--- src/rtl/divider_pkg.sv ---
// Shared arithmetic definitions for the divider: FSM states and counter sizing.
package divider_pkg;

    // Control states of the sequential divider.
    typedef enum logic [1:0] {
        IDLE = 2'd0,
        RUN  = 2'd1,
        DONE = 2'd2
    } state_t;

    // Width needed for a down-counter that is loaded with the operand width.
    function automatic int counter_width(input int bits);
        return $clog2(bits + 1);
    endfunction

    // Operand width used by the arithmetic unit when nothing else is specified.
    localparam int DEFAULT_BITS  = 8;
    localparam int DEFAULT_CNT_W = counter_width(DEFAULT_BITS);

endpackage

--- src/rtl/divider_subtractor.sv ---
// Combinational (BITS+1)-bit trial subtractor; borrow means minuend < subtrahend.
module subtractor
    import divider_pkg::*;
#(
    parameter int BITS = DEFAULT_BITS
) (
    input  logic [BITS:0] i_minuend,
    input  logic [BITS:0] i_subtrahend,
    output logic [BITS:0] o_difference,
    output logic          o_borrow
);

    logic [BITS+1:0] full_diff;

    // One extra bit on the left captures the borrow out of the subtraction.
    assign full_diff    = {1'b0, i_minuend} - {1'b0, i_subtrahend};
    assign o_difference = full_diff[BITS:0];
    assign o_borrow     = full_diff[BITS+1];

endmodule

--- src/rtl/divider.sv ---
// Sequential restoring divider: one quotient bit per clock, start/finished handshake.
module divider
    import divider_pkg::*;
#(
    parameter int BITS = DEFAULT_BITS
) (
    input  logic            i_clock,
    input  logic            i_reset,
    input  logic            i_start,
    input  logic [BITS-1:0] i_dividend,
    input  logic [BITS-1:0] i_divisor,
    output logic            o_busy,
    output logic            o_finished,
    output logic [BITS-1:0] o_quotient,
    output logic [BITS-1:0] o_remainder,
    output logic            o_div_by_zero
);

    localparam int               CNT_W    = counter_width(BITS);
    localparam logic [CNT_W-1:0] CNT_LOAD = CNT_W'(BITS);
    localparam logic [CNT_W-1:0] CNT_LAST = CNT_W'(1);

    state_t           state_q, state_d;
    logic [CNT_W-1:0] count_q, count_d;
    logic [BITS:0]    rem_q, rem_d;
    logic [BITS-1:0]  shq_q, shq_d;
    logic [BITS-1:0]  divisor_q, divisor_d;
    logic [BITS-1:0]  quot_q, quot_d;
    logic [BITS-1:0]  remout_q, remout_d;
    logic             dbz_q, dbz_d;

    logic [BITS:0]    rem_shift;
    logic [BITS:0]    trial;
    logic             borrow;
    logic [BITS:0]    iter_rem;
    logic [BITS-1:0]  iter_q;
    logic             load;

    // Shift {rem, q} left by one: the quotient register's MSB enters the remainder.
    // The remainder's top bit is always 0 here, so dropping it loses nothing.
    assign rem_shift = {rem_q[BITS-1:0], shq_q[BITS-1]};

    subtractor #(.BITS(BITS)) u_subtractor (
        .i_minuend    (rem_shift),
        .i_subtrahend ({1'b0, divisor_q}),
        .o_difference (trial),
        .o_borrow     (borrow)
    );

    // Restoring step: keep the trial difference only when it did not borrow.
    assign iter_rem = borrow ? rem_shift : trial;
    assign iter_q   = {shq_q[BITS-2:0], ~borrow};

    // A start is honoured only when no division is in flight.
    assign load = i_start && (state_q == IDLE || state_q == DONE);

    // Next-state, iteration and result-capture logic.
    always_comb begin
        state_d   = state_q;
        count_d   = count_q;
        rem_d     = rem_q;
        shq_d     = shq_q;
        divisor_d = divisor_q;
        quot_d    = quot_q;
        remout_d  = remout_q;
        dbz_d     = dbz_q;

        case (state_q)
            IDLE: state_d = IDLE;
            RUN: begin
                rem_d   = iter_rem;
                shq_d   = iter_q;
                count_d = count_q - 1'b1;
                if (count_q == CNT_LAST) begin
                    state_d  = DONE;
                    quot_d   = iter_q;
                    remout_d = iter_rem[BITS-1:0];
                end
            end
            DONE:    state_d = IDLE;
            default: state_d = IDLE;
        endcase

        if (load) begin
            state_d   = RUN;
            count_d   = CNT_LOAD;
            divisor_d = i_divisor;
            shq_d     = i_dividend;
            rem_d     = '0;
            quot_d    = '0;
            remout_d  = '0;
            dbz_d     = (i_divisor == '0);
        end
    end

    // Control and result registers, cleared by the synchronous reset.
    always_ff @(posedge i_clock) begin
        if (i_reset) begin
            state_q  <= IDLE;
            count_q  <= '0;
            quot_q   <= '0;
            remout_q <= '0;
            dbz_q    <= 1'b0;
        end else begin
            state_q  <= state_d;
            count_q  <= count_d;
            quot_q   <= quot_d;
            remout_q <= remout_d;
            dbz_q    <= dbz_d;
        end
    end

    // Working datapath registers; always reloaded by a start, so no reset needed.
    always_ff @(posedge i_clock) begin
        rem_q     <= rem_d;
        shq_q     <= shq_d;
        divisor_q <= divisor_d;
    end

    assign o_busy        = (state_q == RUN);
    assign o_finished    = (state_q == DONE);
    assign o_quotient    = quot_q;
    assign o_remainder   = remout_q;
    assign o_div_by_zero = dbz_q;

endmodule

--- config.mk ---
export PLATFORM = sky130hd
export DESIGN_NAME = divider
export DESIGN_NICKNAME = d
export VERILOG_FILES = /design/src/rtl/divider_pkg.sv /design/src/rtl/divider_subtractor.sv /design/src/rtl/divider.sv
export SDC_FILE = /design/constraint.sdc
export NUM_CORES = 1
export LEC_CHECK = 0
export ABC_AREA = 1
export CAP_MARGIN = 20
export CORE_MARGIN = 2
export CORE_UTILIZATION = 48
export CTS_CLUSTER_SIZE = 30
export DETAILED_ROUTE_END_ITERATION = 12
export PLACE_DENSITY = 0.82
export SYNTH_ARGS = -nofsm -noshare
export SYNTH_HDL_FRONTEND = slang
export SYNTH_SLANG_ARGS = --single-unit
--- constraint.sdc ---
create_clock -name i_clock -period 1.5 [get_ports i_clock]
set_input_delay 0.3 -clock i_clock [delete_from_list [all_inputs] [get_ports i_clock]]
set_output_delay 0.3 -clock i_clock [all_outputs]
set_load 0.01 [all_outputs]
### After elaboration in Yosys (flattened, before gate mapping)

Cells that the tools add are included.

* register bits after elaboration: 47
* bits of input ports: 19
* output and inout port bits: 19
* word-level logic and storage cells: 34

* $add $sub $neg: 2
* equality and inequality tests: 4
* mux-type cells: 8
* bitwise gates (word level): 2
* reductions and logical operators: 8

Operator list (count)
* $mux W8: 3
* $sub A9 B8 Y10: 1
* $logic_not A8 Y1: 1
* $mux W4: 2
* $eq A4 B1 Y1 const B: 1
* $sub A4 B1 Y4 const B: 1
* $mux W1: 3
* $ne A3 B1 Y1 const B: 1
* $reduce_or A3 Y1: 1
* $eq A2 B1 Y1 const B: 1
* $eq A2 B2 Y1 const B: 1
* $logic_not A2 Y1: 1
* $not A1 Y1: 2
* $reduce_and A2 Y1: 1
* $reduce_bool A2 Y1: 1
* $reduce_or A2 Y1: 1
* $logic_and A1 B1 Y1: 1
* $logic_or A1 B1 Y1: 1

### Logic depth before layout (Yosys ltp)

* depth after elaboration: 4
* gate-level depth with buffers: 12
* mapped depth without buffers: 12

### By module

From an unflattened synthesis, not the netlist that was laid out.

* cell total of the unflattened synthesis: 317
* area, all modules: 2389.8 um^2

By module, submodules not included
* divider: instances 1, cells each 216, area an instance 1870.5 um^2, sequential area each 1101.1 um^2
* subtractor: instances 1, cells each 101, area an instance 519.2 um^2, sequential area each 0.0 um^2

### Worst setup path before layout

No wires, ideal clock.

* kind: register -> register
* start: register divisor_q[3]
* end: register remout_q[3], in the netlist o_remainder[3]
* library setup time: 0.113 ns
* arrival: 1.477 ns
* required time: 1.387 ns
* slack: -0.090 ns
* cell stages (with the launch flop): 13
* path buffers: 0
* clock period less this slack: 1.590 ns
* path through: edfxtp_1 -> inv_1 -> ha_1 -> nand2_1 -> inv_1 -> nand2_1 -> nand2_1 -> nand2_2 -> nand3_4 -> nand2_1 -> nand2_1 -> o21ai_1 -> inv_1

* longest elaborated chain between the ends: 2

Ends and longest elaborated chain
* start: declaration: RTL line divider.sv:27 `logic [BITS-1:0] divisor_q, divisor_d;`
* start signal: assignment: RTL line divider.sv:117 `divisor_q <= divisor_d;`
* $sub A9 B8 Y10: RTL line divider_subtractor.sv:16 `assign full_diff = {1'b0, i_minuend} - {1'b0, i_subtrahend};`
* $mux W8: RTL line divider.sv:51 `assign iter_rem = borrow ? rem_shift : trial;`
* end signal: assignment: RTL line divider.sv:108 `remout_q <= remout_d;`
* end: declaration: RTL line divider.sv:29 `logic [BITS-1:0] remout_q, remout_d;`

Every way passes these cells.
A chain may end at the register's enable or synchronous reset.

### Worst setup path in the final report

* start: register shq_q[7]
* end: register rem_q[6]

* longest elaborated chain between the ends: 2

Ends and longest elaborated chain
* start: declaration: RTL line divider.sv:26 `logic [BITS-1:0] shq_q, shq_d;`
* start signal: assignment: RTL line divider.sv:116 `shq_q <= shq_d;`
* $sub A9 B8 Y10: RTL line divider_subtractor.sv:16
* $mux W8: RTL line divider.sv:51
* end signal: assignment: RTL line divider.sv:115 `rem_q <= rem_d;`
* end: declaration: RTL line divider.sv:25 `logic [BITS:0] rem_q, rem_d;`

Every way passes these cells.

==> out/qor.log <==
INFO  place          dp.final_hpwl=4.46mm
INFO  cts            cts_hold_buffers=0
INFO  flow_run       number_of_max_cap_violations=0
INFO  pwr            power.ir.vdd_worst=0.710mV
INFO  worst_setup_path worst-endpoint-required=1.70ns
INFO  worst_setup_path setup.worst_path.start_class=flip-flop
INFO  synthesis      synth.avg_cell_area=7.62µm²
INFO  timing         timing.hold.ws=0.461ns
INFO  drt            drtIter0Drc=178
INFO  synthesis      synthDistinctLibCells=31
INFO  floorplanning  dieWidth=74.6µm
INFO  floorplanning  core_area=4750µm²
INFO  floorplanning  rows=25
INFO  worst_setup_path critPathMaxStageDelay=0.39ns
INFO  worst_setup_path critical_path_peak_fanout=2
INFO  drt            vias_per_cell=5.05
INFO  worst_setup_path crit_slowest_cell=edfxtp_1
INFO  min_path       type_of_the_tightest_min_delay_check=reg2reg
INFO  min_path       worstHoldPathCells=2
INFO  synthesis      synth_top_cell_by_area=dfxtp_1
INFO  cts            insertion_delay=0.31ns
INFO  cts            clock_tree.buffer_depth=2
INFO  cells_and_area layout_fillers=351
INFO  worst_setup_path reg2reg_path_depth=11
INFO  timing         setup_ws=-0.161ns
INFO  place          io_buf_count=37
INFO  synthesis      synth_ff_type=dfxtp_1
INFO  cts            cts-htree-levels=2
INFO  grt            first_pass_grt_wire_length=10.4mm
INFO  synthesis      synth_most_common_cell=nand2_1
INFO  timing         rsz_0062_raised_after_global_routing=true
INFO  timing         max_clock_freq=602MHz
INFO  synthesis      synth_top_area_share=25.9%
INFO  pwr            power=4000µW
INFO  place          dpl.cell_count=447
INFO  timing         finClkSkew=0.00915ns
INFO  timing         fin_crit=1.66ns
INFO  cells_and_area area_growth_syn_to_layout=46.8%
INFO  pwr            p_leak=0.00186µW
INFO  grt            total_congestion_overflow_after_global_routing=0
INFO  worst_setup_path worst-setup-path-type=reg2reg
INFO  timing         finalCritPeriodShare=111%
INFO  grt            maximum_number_of_pins_on_one_net_before_global_route_repair=17
INFO  worst_setup_path cp.buffers_inverters=2
INFO  floorplanning  i_o_pins=38
INFO  synthesis      synth.ff_latch_count=47
INFO  drt            remaining_drc_errors=0
INFO  synthesis      post_synth_most_frequent_cells=nand2_1, inv_1, nor2_1, dfxtp_1, edfxtp_1
INFO  worst_setup_path arrival=1.86ns
INFO  drt            detail_route.wirelength=6.42mm
INFO  run_status     violations=negative setup slack
INFO  synthesis      synth_cells=314
INFO  cells_and_area finish.net_count=422
INFO  floorplanning  initial_core_util=50.3%
INFO  grt            number_of_global_route_vias_before_repair=2306
INFO  worst_setup_path critPathCaptureType=flip-flop
INFO  drt            num_vias=2324
INFO  pwr            power.density_cell_area=1140nW/µm²
INFO  cells_and_area fin_cells=460
INFO  synthesis      synth.yosys.seq_area_share=46.0%
INFO  floorplanning  chipHeight=74.6µm
INFO  grt            grt.total_usage=24.5%
INFO  drt            count_of_tritonroute_iterations_in_the_first_routing_pass=4
INFO  cts            cts_sinks=47
INFO  worst_setup_path critical_path_depth=11
INFO  cts            clkSlewWorstSetupHoldPaths=0.10ns
INFO  timing         report.final.hold_viol_count=0
INFO  synthesis      ys_async_sr_fraction=0%
INFO  synthesis      mappedNetlistNets=344
INFO  cts            cts-root-buf=clkbuf_8
INFO  timing         max_slew.worst_pin.slew=0.261ns
INFO  synthesis      synth.area.top_cells=dfxtp_1, edfxtp_1, nand2_1
INFO  cts            clock_tree_from_tritoncts=done
INFO  synthesis      synth.cell_area=2390µm²
INFO  place          gpl_wtd_cong=0.842
INFO  drt            detail_route.wl_per_cell=14.0µm
INFO  cells_and_area num_antenna_cells=0
INFO  grt            antenna_violations_before_repair=0
INFO  timing         maxSlewHeadroom=82.5%
INFO  timing         tns=-2.19ns
INFO  timing         setup_violations=18
INFO  cts            cts_buffers=5
INFO  synthesis      synth-edff-count=16
INFO  cells_and_area final_area=3510µm²
INFO  run_status     outcome=finished, violations left
INFO  place          dpl-instance-area=3160µm²
INFO  cells_and_area final_layout_size_suffix_gt1_share=29.0%
INFO  drt            final_antenna_net_count=0
INFO  synthesis      ys_warn_count=0
INFO  worst_setup_path critical_path.top_delay_family=adder cells
INFO  timing         slew_viols_final=0
INFO  worst_setup_path timing.critical_path.cells=inv_1, ha_2, fa_2, inv_2, nand3_2, nand3_2, nand2_2, nand3_2, nand2_1, nand2_1, nand2_1
INFO  floorplanning  die_area=5560µm²
placed cells by master, fill, tap and decap left out, types with 11 or more instances in the layout:
| master | count |
|---|---|
| buf_4 | 34 |
| clkdlybuf4s50_1 | 21 |
| dfxtp_1 | 28 |
| dlymetal6s2s_1 | 11 |
| edfxtp_1 | 16 |
| inv_1 | 34 |
| inv_2 | 11 |
| nand2_1 | 79 |
| nand2_2 | 14 |
| nor2_1 | 38 |
final timing paths:
check | slack [ns] | to | startpoint
max | -0.16 | rem_q[6]$_SDFFE_PP0P_ | shq_q[7]$_DFFE_PP_
min | 0.46 | o_div_by_zero$_SDFFE_PP0P_ | o_div_by_zero$_SDFFE_PP0P_
max reg2reg | -0.16 | rem_q[6]$_SDFFE_PP0P_ | shq_q[7]$_DFFE_PP_
min reg2reg | 0.46 | o_div_by_zero$_SDFFE_PP0P_ | o_div_by_zero$_SDFFE_PP0P_
worst reg2reg max path, cell delays in order, from the launching register on:
cell and delay [ns]:
edfxtp_1 0.39, inv_1 0.06, ha_2 0.20, fa_2 0.37
inv_2 0.09, nand3_2 0.08, nand3_2 0.08, nand2_2 0.06
nand3_2 0.06, nand2_1 0.06, nand2_1 0.06, nand2_1 0.05
sequential cells by signal, summed over array words and instances, names as in the netlist:
name	cells
count_q	4
rem_q	8
shq_q	8
state_q	2
o_remainder	8
o_quotient	8
o_div_by_zero	1
divisor_q	8
layout make-up:
cell class	instances	area, µm²	area share [%]
Multi-Input combinational cell	215	1330	37.8
Inverter	47	180	5.13
Clock buffer	5	68.8	1.96
Clock inverter	3	17.5	0.499
Sequential cell	47	1100	31.5
Timing Repair Buffer	76	729	20.8
Tap cell	67	83.8	2.39
logic make-up after synthesis:
| group | Yosys count | share of synthesized area, % |
|---|---|---|
| flops | 47 | 46.0 |
| xor+xnor | 3 | 1.10 |
| simple gates | 173 | 31.7 |
| fa+ha+maj | 11 | 6.07 |
| compound gates | 26 | 6.22 |
| buf+inv | 54 | 8.84 |
timing repair:
item / in CTS / in global routing
setup endpoints to repair: 23 / 37
pin swaps: 22 / 16
cloned: 2 / 0
setup buffers: 1 / 2
gates resized for setup: 41 / 28
routing by layer:
layer	global-route usage, %	wire length (µm)	up-vias
met1	28.7	2630	1063
li1	-	-	1155
met5	0	0	-
met4	10.1	230	0
met2	43.8	3260	83
met3	4.74	293	23
power by group:
part           switching, µW  total [µW]  internal [µW]
Sequential               105        1570           1460
Clock                    452         778            327
Combinational            921        1650            728
Total                   1480        4000           2520
through the flow:
stage | setup WS [ns] | utilization (%)
after floorplan | -0.0455 | -
after global placement | -0.159 | 66.5
after detailed placement | -0.242 | 66.5
after CTS | -0.129 | 71.6
after global routing | -0.272 | 73.8
final | -0.161 | 73.8
No activity file was read; power rests on OpenSTA's default activity.
